===== src/rtl/rfft_seq_ctrl_if.sv =====
// Handshake and address bus between the real-FFT sequencer, top-level control
// and the butterfly datapath / sample RAM / twiddle ROM.
interface rfft_seq_ctrl_if #(
  parameter int unsigned LOG2N = 7
);
  localparam int unsigned AW = LOG2N;
  localparam int unsigned KW = LOG2N - 1;
  localparam int unsigned SW = ($clog2(LOG2N) > 1) ? $clog2(LOG2N) : 1;

  logic          start;
  logic          inverse;
  logic          stall;
  logic          busy;
  logic          done;
  logic [SW-1:0] stage;
  logic          rd_en;
  logic [AW-1:0] rd_addr_a;
  logic [AW-1:0] rd_addr_b;
  logic [KW-1:0] tw_addr;
  logic          tw_conj;
  logic          wr_en;
  logic [AW-1:0] wr_addr_a;
  logic [AW-1:0] wr_addr_b;

  modport master (
    input  start, inverse, stall,
    output busy, done, stage, rd_en, rd_addr_a, rd_addr_b, tw_addr, tw_conj,
           wr_en, wr_addr_a, wr_addr_b
  );

  modport slave (
    output start, inverse, stall,
    input  busy, done, stage, rd_en, rd_addr_a, rd_addr_b, tw_addr, tw_conj,
           wr_en, wr_addr_a, wr_addr_b
  );
endinterface


===== src/rtl/rfft_seq_ctrl.sv =====
// Stage/butterfly sequencer for an in-place radix-2 real FFT of N = 2^LOG2N
// points, with read issue, twiddle addressing and delayed write-back.
module rfft_seq_ctrl #(
  parameter int unsigned LOG2N  = 7,
  parameter int unsigned BF_LAT = 3
) (
  input  logic          Clk,
  input  logic          Reset_n,
  rfft_seq_ctrl_if.master bus
);
  localparam int unsigned AW = LOG2N;
  localparam int unsigned KW = LOG2N - 1;
  localparam int unsigned SW = ($clog2(LOG2N) > 1) ? $clog2(LOG2N) : 1;
  localparam int unsigned DW = ($clog2(BF_LAT) > 1) ? $clog2(BF_LAT) : 1;

  typedef enum logic [1:0] {IDLE, RUN, DRAIN, DONE} state_t;

  state_t        state_q, state_d;
  logic [SW-1:0] stage_q, stage_d;
  logic [KW-1:0] k_q, k_d;
  logic [DW-1:0] dcnt_q, dcnt_d;
  logic          conj_q, conj_d;
  logic          issue_c;
  logic          accept_c;

  logic          busy_q, done_q;
  logic [SW-1:0] stage_out_q;
  logic          rd_en_q;
  logic [AW-1:0] rd_addr_a_q, rd_addr_b_q;
  logic [KW-1:0] tw_addr_q;
  logic          tw_conj_q;

  logic          pipe_v [BF_LAT];
  logic [AW-1:0] pipe_a [BF_LAT];
  logic [AW-1:0] pipe_b [BF_LAT];

  // Butterfly k of stage s: legs are span = 2^s apart inside groups of 2*span.
  int unsigned   sh_c;
  logic [AW-1:0] k_ext_c, span_c, pos_c, grp_c, addr_a_c, addr_b_c, tw_full_c;

  always_comb begin
    sh_c      = 32'(stage_q);
    k_ext_c   = AW'(k_q);
    span_c    = AW'(1) << sh_c;
    pos_c     = k_ext_c & (span_c - AW'(1));
    grp_c     = k_ext_c >> sh_c;
    addr_a_c  = (grp_c << (sh_c + 32'd1)) | pos_c;
    addr_b_c  = addr_a_c + span_c;
    tw_full_c = pos_c << (KW - sh_c);
  end

  // Next-state logic: issue one butterfly per unstalled RUN cycle, then drain.
  always_comb begin
    state_d  = state_q;
    stage_d  = stage_q;
    k_d      = k_q;
    dcnt_d   = dcnt_q;
    conj_d   = conj_q;
    issue_c  = 1'b0;
    accept_c = 1'b0;
    case (state_q)
      IDLE, DONE: begin
        if (bus.start) begin
          accept_c = 1'b1;
          state_d  = RUN;
          stage_d  = '0;
          k_d      = '0;
          conj_d   = bus.inverse;
        end
      end
      RUN: begin
        if (!bus.stall) begin
          issue_c = 1'b1;
          if (k_q == {KW{1'b1}}) begin
            state_d = DRAIN;
            dcnt_d  = '0;
          end else begin
            k_d = k_q + KW'(1);
          end
        end
      end
      DRAIN: begin
        if (dcnt_q == DW'(BF_LAT - 1)) begin
          if (stage_q == SW'(LOG2N - 1)) begin
            state_d = DONE;
          end else begin
            state_d = RUN;
            stage_d = stage_q + SW'(1);
            k_d     = '0;
          end
        end else begin
          dcnt_d = dcnt_q + DW'(1);
        end
      end
      default: state_d = IDLE;
    endcase
  end

  always_ff @(posedge Clk or negedge Reset_n) begin
    if (!Reset_n) begin
      state_q     <= IDLE;
      stage_q     <= '0;
      k_q         <= '0;
      dcnt_q      <= '0;
      conj_q      <= 1'b0;
      busy_q      <= 1'b0;
      done_q      <= 1'b0;
      stage_out_q <= '0;
      rd_en_q     <= 1'b0;
      rd_addr_a_q <= '0;
      rd_addr_b_q <= '0;
      tw_addr_q   <= '0;
      tw_conj_q   <= 1'b0;
    end else begin
      state_q     <= state_d;
      stage_q     <= stage_d;
      k_q         <= k_d;
      dcnt_q      <= dcnt_d;
      conj_q      <= conj_d;
      busy_q      <= (state_q == RUN) || (state_q == DRAIN);
      done_q      <= (state_q == DONE);
      if (issue_c)       stage_out_q <= stage_q;
      else if (accept_c) stage_out_q <= '0;
      rd_en_q     <= issue_c;
      rd_addr_a_q <= issue_c ? addr_a_c : '0;
      rd_addr_b_q <= issue_c ? addr_b_c : '0;
      tw_addr_q   <= issue_c ? tw_full_c[KW-1:0] : '0;
      tw_conj_q   <= issue_c & conj_q;
    end
  end

  // Write-back delay line; addresses are already zero whenever rd_en was low.
  always_ff @(posedge Clk or negedge Reset_n) begin
    if (!Reset_n) begin
      for (int unsigned i = 0; i < BF_LAT; i++) begin
        pipe_v[i] <= 1'b0;
        pipe_a[i] <= '0;
        pipe_b[i] <= '0;
      end
    end else begin
      pipe_v[0] <= rd_en_q;
      pipe_a[0] <= rd_addr_a_q;
      pipe_b[0] <= rd_addr_b_q;
      for (int unsigned i = 1; i < BF_LAT; i++) begin
        pipe_v[i] <= pipe_v[i-1];
        pipe_a[i] <= pipe_a[i-1];
        pipe_b[i] <= pipe_b[i-1];
      end
    end
  end

  assign bus.busy      = busy_q;
  assign bus.done      = done_q;
  assign bus.stage     = stage_out_q;
  assign bus.rd_en     = rd_en_q;
  assign bus.rd_addr_a = rd_addr_a_q;
  assign bus.rd_addr_b = rd_addr_b_q;
  assign bus.tw_addr   = tw_addr_q;
  assign bus.tw_conj   = tw_conj_q;
  assign bus.wr_en     = pipe_v[BF_LAT-1];
  assign bus.wr_addr_a = pipe_a[BF_LAT-1];
  assign bus.wr_addr_b = pipe_b[BF_LAT-1];
endmodule


===== src/flat_wrapper.sv =====
// flat-port wrapper written by rule: the top's interface ports become plain ports
module rfft_seq_ctrl_flat 
#(
  parameter int unsigned LOG2N  = 7,
  parameter int unsigned BF_LAT = 3
)
  (Clk, Reset_n, bus_start, bus_inverse, bus_stall, bus_busy, bus_done, bus_stage, bus_rd_en, bus_rd_addr_a, bus_rd_addr_b, bus_tw_addr, bus_tw_conj, bus_wr_en, bus_wr_addr_a, bus_wr_addr_b);
  rfft_seq_ctrl_if #(.LOG2N(LOG2N)) bus_i ();
  input  logic Clk;
  input  logic Reset_n;
  input wire logic [$bits(bus_i.start)-1:0] bus_start;
  input wire logic [$bits(bus_i.inverse)-1:0] bus_inverse;
  input wire logic [$bits(bus_i.stall)-1:0] bus_stall;
  output wire logic [$bits(bus_i.busy)-1:0] bus_busy;
  output wire logic [$bits(bus_i.done)-1:0] bus_done;
  output wire logic [$bits(bus_i.stage)-1:0] bus_stage;
  output wire logic [$bits(bus_i.rd_en)-1:0] bus_rd_en;
  output wire logic [$bits(bus_i.rd_addr_a)-1:0] bus_rd_addr_a;
  output wire logic [$bits(bus_i.rd_addr_b)-1:0] bus_rd_addr_b;
  output wire logic [$bits(bus_i.tw_addr)-1:0] bus_tw_addr;
  output wire logic [$bits(bus_i.tw_conj)-1:0] bus_tw_conj;
  output wire logic [$bits(bus_i.wr_en)-1:0] bus_wr_en;
  output wire logic [$bits(bus_i.wr_addr_a)-1:0] bus_wr_addr_a;
  output wire logic [$bits(bus_i.wr_addr_b)-1:0] bus_wr_addr_b;
  assign bus_i.start = bus_start;
  assign bus_i.inverse = bus_inverse;
  assign bus_i.stall = bus_stall;
  assign bus_busy = bus_i.busy;
  assign bus_done = bus_i.done;
  assign bus_stage = bus_i.stage;
  assign bus_rd_en = bus_i.rd_en;
  assign bus_rd_addr_a = bus_i.rd_addr_a;
  assign bus_rd_addr_b = bus_i.rd_addr_b;
  assign bus_tw_addr = bus_i.tw_addr;
  assign bus_tw_conj = bus_i.tw_conj;
  assign bus_wr_en = bus_i.wr_en;
  assign bus_wr_addr_a = bus_i.wr_addr_a;
  assign bus_wr_addr_b = bus_i.wr_addr_b;
  rfft_seq_ctrl #(.LOG2N(LOG2N), .BF_LAT(BF_LAT)) u_core (.Clk(Clk), .Reset_n(Reset_n), .bus(bus_i));
endmodule

===== config.mk =====
export PLATFORM = sky130hd
export DESIGN_NAME = rfft_seq_ctrl_flat
export DESIGN_NICKNAME = d
export VERILOG_FILES = /design/src/rtl/rfft_seq_ctrl_if.sv /design/src/rtl/rfft_seq_ctrl.sv /design/src/flat_wrapper.sv
export SDC_FILE = /design/constraint.sdc
export NUM_CORES = 1
export LEC_CHECK = 0
export BUFFER_PORTS_ARGS = -buffer_cell sky130_fd_sc_hd__buf_2
export CORE_UTILIZATION = 62
export CTS_CLUSTER_SIZE = 24
export DETAILED_ROUTE_END_ITERATION = 16
export PLACE_DENSITY_LB_ADDON = 0.25
export SETUP_SLACK_MARGIN = 0.1
export SYNTH_ARGS = -nofsm -noshare
export SYNTH_HDL_FRONTEND = slang
export SYNTH_SLANG_ARGS = --single-unit

===== constraint.sdc =====
create_clock -name Clk -period 5.83 [get_ports Clk]
set_input_delay 1.166 -clock Clk [delete_from_list [all_inputs] [get_ports Clk]]
set_output_delay 1.166 -clock Clk [all_outputs]
set_load 0.01 [all_outputs]

# Word level (Yosys, flattened, before mapping)
# Index checks and enable logic that the tools add are counted.
# Widths: inputs -> output; s select.
# op_classes
add_sub_neg,7
multipliers,0
n_div,0
order_cmp,0
n_eq_ne,13
shifts,4
n_mux,29
n_bitwise,3
reduce_logical,11
# op_table
operator,n
$mux 6,6
$shl 7x32->6,1
$shl 7x32->7,1
$pmux 6 s3,1
$mux 2,8
$mux 3,5
$mux 7,2
$reduce_and 4->1,3
$ne 2x2->1 const B,5
$add 7x7->7,1
$and 6x7->7,1
$or 7x7->7,1
$shl 1x3->7 const A,1
$shr 6x3->7,1
$sub 7x1->7 const B,1
$add 6x1->6 const B,1
$eq 2x2->1 const B,3
$eq 6x6->1 const B,1
$pmux 2 s3,1
$pmux 3 s2,1
$reduce_bool 2->1,3
$reduce_and 5->1,1
$add 3x1->4 const B,1
$mux 1,4
12 further kinds,13
# word_totals
register_bits,86
latch_bits,0
ram_bits,0
mem_bits_ro,0
input_bits,5
output_inout_bits,42
mem_count,0

# Depth between registers and ports, before layout
# Gate-level depths: netlist (run 1).
# logic_depth
ltp_word,6
mapped_depth,17
mapped_depth_nobuf,15

# Least setup slack after synthesis (run 1)
# Ideal clock, no wire load.
# synth_timing
kind,register to register
startpoint,register u_core.stage_q[1]
endpoint,register u_core.rd_addr_b_q[6] (netlist: u_core.bus.rd_addr_b[6])
setup_ps,124
t_arrival_ps,3041
t_required_ps,5706
setup_slack_ps,2665
stages_incl_launch_ff,18
synth_period_minus_slack_ps,3165
cell_sequence,dfrtp_1 > buf_2 > buf_2 > inv_1 > ha_1 > nor2b_1 > inv_1 > ha_1 > nor4b_1 > o21ai_0 > o31a_1 > nand2_1 > ha_1 > nand2_1 > o21a_1 > o211ai_1 > nand2b_1 > mux2i_1
# synth_between
elab_chain_len,6
elab_cells_between_ends,9
cone_classes,add/sub (3); shift (3); mux (1); bitwise (2)
# synth_rtl
element,line,source
from (decl),rfft_seq_ctrl.sv:19,"logic [SW-1:0] stage_q, stage_d;"
from (signal assigned),rfft_seq_ctrl.sv:116,stage_q <= stage_d;
$shl 1x3->7,rfft_seq_ctrl.sv:44,span_c = AW'(1) << sh_c;
$sub 7x1->7,rfft_seq_ctrl.sv:45,pos_c = k_ext_c & (span_c - AW'(1));
$and 6x7->7,rfft_seq_ctrl.sv:45,
$or 7x7->7,rfft_seq_ctrl.sv:47,addr_a_c = (grp_c << (sh_c + 32'd1)) | pos_c;
$add 7x7->7 (*),rfft_seq_ctrl.sv:48,addr_b_c = addr_a_c + span_c;
$mux 7 (*),rfft_seq_ctrl.sv:126,rd_addr_b_q <= issue_c ? addr_b_c : '0;
to (signal assigned),rfft_seq_ctrl.sv:126,
to (decl),rfft_seq_ctrl.sv:29,"logic [AW-1:0] rd_addr_a_q, rd_addr_b_q;"
# Every way passes the cells marked *; elsewhere a longest branch is shown, timed or not.
# A chain may end at the register's enable or synchronous reset.

# Worst setup path in the final report (run 1)
# Ends and elaborated chain as after synthesis.

==> results of run 1 <==
## per-stage QoR
stage | util, % | power, mW | setup slack, ns
after floorplan | - | 1.14 | 2.67
final | 71.1 | 1.73 | 1.84
after detailed placement | 67.4 | 1.27 | 1.87
after CTS | 71.1 | 1.74 | 1.83
after global placement | 67.4 | 1.26 | 1.99
after global routing | 71.1 | 1.85 | 1.38
## cells by family after synthesis
family	Yosys count
xor+xnor	9
compound gates	85
mux	7
simple gates	99
flops	86
fa+ha+maj	20
buf+inv	51
## critical path, delay by kind of cell (launching register included)
family	cells	cell delay (ns)
AO/OA/AOI/OAI	5	0.88
multiplexers	1	0.12
buffers and inverters	2	0.62
AND/OR/NAND/NOR	2	0.41
flip-flops	1	0.85
adder cells (fa/ha/maj)	2	1.02
## state kept, by name, indices dropped and copies added (netlist names), 2 cells and up
name and cells:
u_core.pipe_b 14, u_core.bus.wr_addr_b 7, u_core.dcnt_q 2, u_core.state_q 2, u_core.pipe_v 2, u_core.bus.rd_addr_a 7
u_core.bus.tw_addr 6, u_core.bus.wr_addr_a 7, u_core.stage_q 3, u_core.bus.stage 3, u_core.pipe_a 14, u_core.bus.rd_addr_b 7
u_core.k_q 6
## cell type report
cell class	count	share of cell area [%]
Tap cell	75	2.19
Clock buffer	9	2.89
Sequential cell	86	50.2
Inverter	18	1.58
Multi-Input combinational cell	220	35.1
Clock inverter	7	2.39
Timing Repair Buffer	47	5.61
## path summary, 6_finish.rpt
check	endpoint	from	slack, ns	cells after the start
worst min register to register	u_core.bus.wr_addr_a[4]	u_core.pipe_a[11]	0.34	0
min in group asynchronous	u_core.bus.done	Reset_n	0.98	1
worst max register to register	u_core.bus.rd_addr_b[6]	u_core.stage_q[1]	1.84	12
max in group asynchronous	u_core.bus.rd_addr_b[5]	Reset_n	4.19	1
worst max-delay path	u_core.bus.rd_addr_b[6]	u_core.stage_q[1]	1.84	12
worst min-delay path	u_core.bus.wr_addr_a[4]	u_core.pipe_a[11]	0.34	0
## cells in the final DEF, fill, tap and decap left out, types with 3 or more instances in the layout
master,netlist,layout
nor3_1,5,5
dfrtp_1,86,86
o221a_2,4,4
o21a_1,3,3
inv_6,0,3
clkbuf_8,0,9
o31ai_1,6,6
a21oi_1,15,15
nand2_1,31,31
nand3_1,7,7
and2_1,9,9
xnor2_1,6,6
or3b_1,3,3
nand3b_1,4,4
xor2_1,3,3
ha_1,19,19
o211ai_1,3,3
o21ai_0,19,19
buf_2,8,45
nor2_1,15,15
mux2i_1,6,6
o21ai_1,4,4
inv_1,17,17
o31a_1,3,3
nand2b_1,8,8
a22o_1,3,3
## power groups by stage
stage               clock, mW  sequential, mW  combinational (mW)
floorplan                   0           0.734               0.405
global placement            0           0.732               0.523
detailed placement          0           0.737               0.536
CTS                     0.477           0.727               0.538
global route            0.501           0.738               0.611
finish                  0.469           0.726               0.540
## per-layer routing
metal | part of all wire, % | routed length, um | vias up
met2 | 47 | 3560 | 84
met1 | 47 | 3530 | 1320
met5 | 0 | 0 | -
met4 | 2.3 | 171 | 0
met3 | 4.3 | 325 | 17
li1 | - | - | 1277
==> out/qor.yml, run 1 <==
run_status: "complete, no violations"
drt.antenna.violating_nets: 0
powerDensity_nw_per_um2: 405
route.detailed.vias_per_inst: 5.84
cts-buffers-inserted: 9
combinationalPowerShare_pct: 31.1
synth.lib_cells_used.distinct: 58
placed_area_um2: 4060
synth.largest_area_cell: "dfrtp_1"
adder_cell_share_of_the_synthesized_area_pct: 6.58
final_nets: 407
grt_start_max_net_pins: 87
die_height_um: 81.5
route.vias.total: 2698
yosysWarningCount: 0
synth-seq-cells: 86
synth_compound_gate_area_share_pct: 14.7
timing_max_transition_violations_final: 0
post_synth.cell_area_avg_um2: 11.0
setup_viol: 0
synth_top_family_by_area: "compound AO/OA/AOI/OAI gates"
drc: 0
cts.repair_timing.setup_buffer_count: 0
vdd_drop_max_mv: 0.303
dp.cells: 446
clk_root_buffer_cell: "clkbuf_8"
grt.met2_usage_pct: 40.3
globalRoute.busiestLayer: "met2"
fraction_of_registers_with_async_set_or_reset_after_synthesis_pct: 100
final_cells: 462
postSynthNetCount: 382
switchingPower_mw: 0.617
cts.sink_count: 86
global_route_wire_length_before_repair_um: 12600
area_delta_synth_final_pct: 9.36
floorplan.die_area_um2: 6640
later_pin_clock_latency_in_the_skew_report_ns: 0.36
finalCriticalPeriod_ns: 3.99
hold_buffers: 0
post_synth_and_or_nand_nor_area_fraction_pct: 13.3
critPathKind: "register to register"
final-seq-area_um2: 2150
coreArea_um2: 6030
global_route.overflow_total: 0
worstPathRequired_ns: 6.11
cts.repair.resized: 0
fin_setup_tns_ns: 0
relative_max_transition_margin_pct: 32.2
fmaxAchievable_mhz: 251
timing.clock.skew_ns: 0.0172
synthDominantCellAreaShare_pct: 54.9
gp_congestion: 0.917
clkSlewWorstSetupHoldPaths_ns: 0.10
placement_rows: 28
synthMuxAreaShare_pct: 1.82
critPathMaxStageDelay_ns: 0.85
critical_path.cell_chain: "inv_1, ha_1, clkinv_1, a21oi_1, a311oi_1, or2_1, ha_1, a21oi_1, o21a_1, o211ai_1, nand2b_1, mux2i_1"
track_usage_pct: 25.5
multi_input_area_um2: 1510
worst_ep_arrival_time_ns: 4.27
initial_utilization_pct: 65.0
drive_gt1_share_pct: 18.1
cell_internal_pwr_mw: 1.12
filler_cell_count: 445
finish.instance_area_um2: 4290
worst_hold_path_type: "register to register"
maxCapViolations: 0
numPortBuffers: 46
seq_power_share_pct: 41.9
synthesis.instances: 357
setup.worst_path.start_class: "register"
transition_at_the_pin_with_the_smallest_max_transition_slack_ns: 1.02
detail_route.iter0.violations: 150
timing.critical_path.fanout_max: 24
cellLeakagePower_nw: 2.14
htree_num_levels: 3
drt-pass1-iter-count: 4
number_of_global_route_vias_before_repair: 2560
route.detailed.wl_per_inst_um: 16.4
switching_share_of_power_pct: 35.5
clock_power_share_pct: 27.0
critPathCaptureType: "register"
antennaDiodeCount: 0
synthMostInstantiatedCell: "dfrtp_1"
synth_edf_count: 0
post_syn_area_um2: 3920
routed_wirelength_um: 7580
yosys-top-cells-area: "dfrtp_1, ha_1, nand2_1, buf_4, o21ai_0"
ys_seq_area_share_pct: 54.9
design.portCount: 47
grt.met3_usage_pct: 4.56
ys_top_cells_by_count: "dfrtp_1, nand2_1, ha_1, o21ai_0, inv_1"
grt_antenna_before_repair: 0
synth_xor_xnor_area_share_pct: 2.01
timing.critical_path.slowest_stage_cell: "dfrtp_1"
grt_use_met1_pct: 34.8
ctsLongestPathBuffers: 2
final-hold-violation-count: 0
final_min_period_over_clock_period_pct: 68.4
dp.final_hpwl_um: 5330
rsz0062_at_grt: "no"
synth_top_flop_cell: "dfrtp_1"
holdWs_ns: 0.344
cts_tree: "done"
floorplan.die.width_um: 81.5
Power figures use the tool's default switching activity.
==> inputs of run 2 (changes only) <==
--- a/config.mk
+++ b/config.mk
@@ -5,8 +5,9 @@
 export SDC_FILE = /design/constraint.sdc
 export NUM_CORES = 1
 export LEC_CHECK = 0
+export ABC_AREA = 1
 export BUFFER_PORTS_ARGS = -buffer_cell sky130_fd_sc_hd__buf_2
-export CORE_UTILIZATION = 62
+export CORE_UTILIZATION = 57
 export CTS_CLUSTER_SIZE = 24
 export DETAILED_ROUTE_END_ITERATION = 16
 export PLACE_DENSITY_LB_ADDON = 0.25
==> constraint.sdc (replaced) <==
create_clock -name Clk -period 3.85 [get_ports Clk]
set_input_delay 0.77 -clock Clk [delete_from_list [all_inputs] [get_ports Clk]]
set_output_delay 0.77 -clock Clk [all_outputs]
set_load 0.01 [all_outputs]
==> run 2 against run 1 <==
Power increased by 67%; critical endpoint is now u_core.bus.rd_addr_b[5]; setup slack got worse by 1.4 ns; the run now ends with DRC left; non-clock buffer count increased by 1; core utilization decreased by 6.0 points; final cell count increased by 11%; wire length decreased by 2.9%.
==> out/qor.yml, run 2 <==
drive_gt1_share_pct: 17.7  # -0.35 points
postLayoutCoreUtil_pct: 65.1  # -6.0 points
post_synth.cell_area_avg_um2: 9.66  # -12%
synth_compound_gate_area_share_pct: 9.18  # -5.5 points
routed_wirelength_um: 7360  # -2.9%
track_usage_pct: 22.5  # -3.0 points
critPathKind: "register to register"
final_min_period_over_clock_period_pct: 88.3  # +20 points
transition_at_the_pin_with_the_smallest_max_transition_slack_ns: 1.02  # -0.00121 ns
worst_ep_arrival_time_ns: 3.60  # -0.67 ns
fmaxAchievable_mhz: 294  # +17%
ys_seq_area_share_pct: 56.4  # +1.5 points
timing.critical_path.slowest_stage_cell: "dfrtp_1"
synth_top_family_by_area: "simple AND/OR/NAND/NOR gates"
design.portCount: 47  # unchanged
clk_root_buffer_cell: "clkbuf_8"
multi_input_area_um2: 1360  # -9.7%
clock_power_share_pct: 21.0  # -6.0 points
cell_internal_pwr_mw: 1.75  # +57%
drc: 7  # +7
ctsLongestPathBuffers: 2  # unchanged
critical_path.cell_chain: "inv_2, ha_1, inv_1, nor2_1, inv_1, ha_1, or2_1, nand2_1, nand2_1, nand2_1, ha_1, a21oi_1, nand2_1, nand2_1, nand2_1, a21oi_1, xor2_1, nor2_1"
synthMuxAreaShare_pct: 0  # -1.8 points
holdWs_ns: 0.347  # +0.00297 ns
synthesis.instances: 395  # +11%
post_synth_and_or_nand_nor_area_fraction_pct: 18.7  # +5.5 points
rrSetupSlack_ns: 0.45  # -1.39 ns
seq_power_share_pct: 42.0  # about the same
worst_hold_startpoint: "u_core.pipe_b[14]"
switching_share_of_power_pct: 39.4  # +3.9 points
r2r-end: "u_core.bus.rd_addr_b[5]"
final_nets: 455  # +12%
numPortBuffers: 46  # unchanged
timing.clock.skew_ns: 0.0135  # -0.00364 ns
fraction_of_registers_with_async_set_or_reset_after_synthesis_pct: 100  # unchanged
setup.worst_path.start_class: "register"
run_status: "finished with violations"
fin_setup_tns_ns: 0  # unchanged
cts-buffers-inserted: 9  # unchanged
synthMostInstantiatedCell: "dfrtp_1"
post_syn_area_um2: 3820  # -2.6%
yosysWarningCount: 0  # unchanged
dp.final_hpwl_um: 5260  # -1.4%
final-seq-area_um2: 2150  # unchanged
cts.repair_timing.setup_buffer_count: 0  # unchanged
vdd_drop_max_mv: 0.364  # +20%
yosys-top-cells-area: "dfrtp_1, nand2_1, ha_1, nand3_1, inv_1"
route.detailed.vias_per_inst: 5.46  # -6.5%
cts.repair.resized: 0  # unchanged
drt-pass1-iter-count: 11  # +7
htree_num_levels: 3  # unchanged
top_flop_regs: "u_core.pipe_a (14), u_core.pipe_b (14)"
synth_top_flop_cell: "dfrtp_1"
die_height_um: 83.8  # +2.9%
worst_hold_path_type: "register to register"
placement_rows: 29  # +3.6%
switchingPower_mw: 1.14  # +85%
reg2regPathDepth: 18  # +6
route.vias.total: 2790  # +3.4%
grt_start_max_net_pins: 87  # unchanged
global_route.overflow_total: 0  # unchanged
cts.sink_count: 86  # unchanged
relative_max_transition_margin_pct: 32.2  # +0.081 points
area_delta_synth_final_pct: 9.60
initial_utilization_pct: 59.4  # -5.6 points
setup_viol: 0  # unchanged
antennaDiodeCount: 0  # unchanged
critical-path-top-cell-by-count: "nand2_1"
cellLeakagePower_nw: 2.28  # +6.3%
ys_top_cells_by_count: "dfrtp_1, nand2_1, nand3_1, inv_1, nor2_1"
floorplan.die_area_um2: 7030  # +5.8%
worstPathRequired_ns: 4.05  # -2.06 ns
timing.rr.start: "u_core.stage_q[1]"
synth.lib_cells_used.distinct: 33  # -43%
cts_tree: "done"
synth_edf_count: 0  # unchanged
finalCriticalPeriod_ns: 3.40  # -0.587 ns
later_pin_clock_latency_in_the_skew_report_ns: 0.35  # about the same
critPathMaxStageDelay_ns: 0.52  # -0.33 ns
whs_endpoint: "u_core.pipe_b[7]"
critPathCaptureType: "register"
synthDominantCellAreaShare_pct: 56.4  # +1.5 points
violated_checks: "DRC"
powerDensity_nw_per_um2: 692  # +71%
grt_antenna_before_repair: 0  # unchanged
postSynthNetCount: 420  # +9.9%
route.detailed.wl_per_inst_um: 14.4  # -12%
rsz0062_at_grt: "no"
clkSlewWorstSetupHoldPaths_ns: 0.09  # about the same
drt.antenna.violating_nets: 0  # unchanged
detail_route.iter0.violations: 210  # +40%
gp_congestion: 0.905  # -1.3%
layout.cells.most_common: "dfrtp_1"
maxCapViolations: 0  # unchanged
synth_xor_xnor_area_share_pct: 0.918  # -1.1 points
hold_buffers: 0  # unchanged
floorplan.die.width_um: 83.8  # +2.9%
global_route_wire_length_before_repair_um: 12200  # -3.4%
synth-seq-cells: 86  # unchanged
timing.critical_path.fanout_max: 11  # -54%
final-hold-violation-count: 0  # unchanged
synth.largest_area_cell: "dfrtp_1"
coreArea_um2: 6420  # +6.6%
timing_max_transition_violations_final: 0  # unchanged
combinationalPowerShare_pct: 37.0  # +5.9 points
adder_cell_share_of_the_synthesized_area_pct: 6.75  # +0.17 points
final_cell_mix: "dfrtp_1, nand2_1, buf_2, nand3_1, inv_1"
number_of_global_route_vias_before_repair: 2528  # -1.3%
timing.hold.worst_path_depth: 0  # unchanged
filler_cell_count: 534  # +20%
==> run 2: worst max-delay path by stage <==
stage	end	depth (start not counted)	slack, ns	startpoint
2_1_floorplan	u_core.bus.rd_addr_b[5]	18	1.03	u_core.stage_q[1]
3_3_place_gp	u_core.bus.rd_addr_b[5]	18	0.58	u_core.stage_q[1]
3_5_place_dp	u_core.bus.rd_addr_b[5]	18	0.50	u_core.stage_q[1]
4_1_cts	u_core.bus.rd_addr_b[5]	18	0.47	u_core.stage_q[1]
5_1_grt	u_core.bus.rd_addr_b[5]	18	0.22	u_core.stage_q[1]
6_report	u_core.bus.rd_addr_b[5]	18	0.45	u_core.stage_q[1]
==> run 2: power by group through the flow <==
stage / combinational (mW) / sequential (mW) / clock, mW
after global routing: 1.20 / 1.25 / 0.663
after detailed placement: 1.06 / 1.24 / 0
final: 1.07 / 1.22 / 0.608
after CTS: 1.07 / 1.22 / 0.625
after global placement: 1.04 / 1.23 / 0
after floorplan: 0.788 / 1.23 / 0
==> run 2: metal layers <==
layer	vias up	global-route usage, %	wire length (um)	share of wire [%]
met4	0	8.93	174	2.4
met5	-	0	0	0
li1	1360	-	-	-
met3	17	5.93	347	4.7
met1	1319	30.4	3300	45
met2	94	34.9	3540	48
==> run 2: critical path, delay by kind of cell, from the launching register on <==
family	cells	cell delay [ns]
simple gates	9	1.11
fa+ha+maj	3	0.76
flops	1	0.52
buf+inv	3	0.36
compound gates	2	0.33
xor+xnor	1	0.18
==> run 2: metrics by stage <==
stage / area, um^2 / total power, mW / cells / worst slack [ns]
final: 4180 / 2.90 / 511 / 0.449
after global routing: 4180 / 3.11 / 511 / 0.222
after CTS: 4180 / 2.91 / 511 / 0.469
after detailed placement: 4000 / 2.30 / 496 / 0.501
after global placement: 4000 / 2.26 / 496 / 0.575
after floorplan: 3820 / 2.01 / 395 / 1.03
==> run 2: kinds of logic after synthesis <==
logic type                 count (synthesis)
AOI/OAI and AO/OA                         62
xor gates and xnor gates                   4
adders and majority gates                 20
buffers and inverters                     61
DFF                                       86
and+or+nand+nor                          162
==> run 2: layout make-up <==
cell class / count / area share [%]
multi-input combinational: 248 / 32.5
inverter: 37 / 3.38
timing repair buffer: 48 / 5.92
sequential: 86 / 51.4
clock inverter: 5 / 1.44
tap: 77 / 2.30
clock buffer: 10 / 3.05
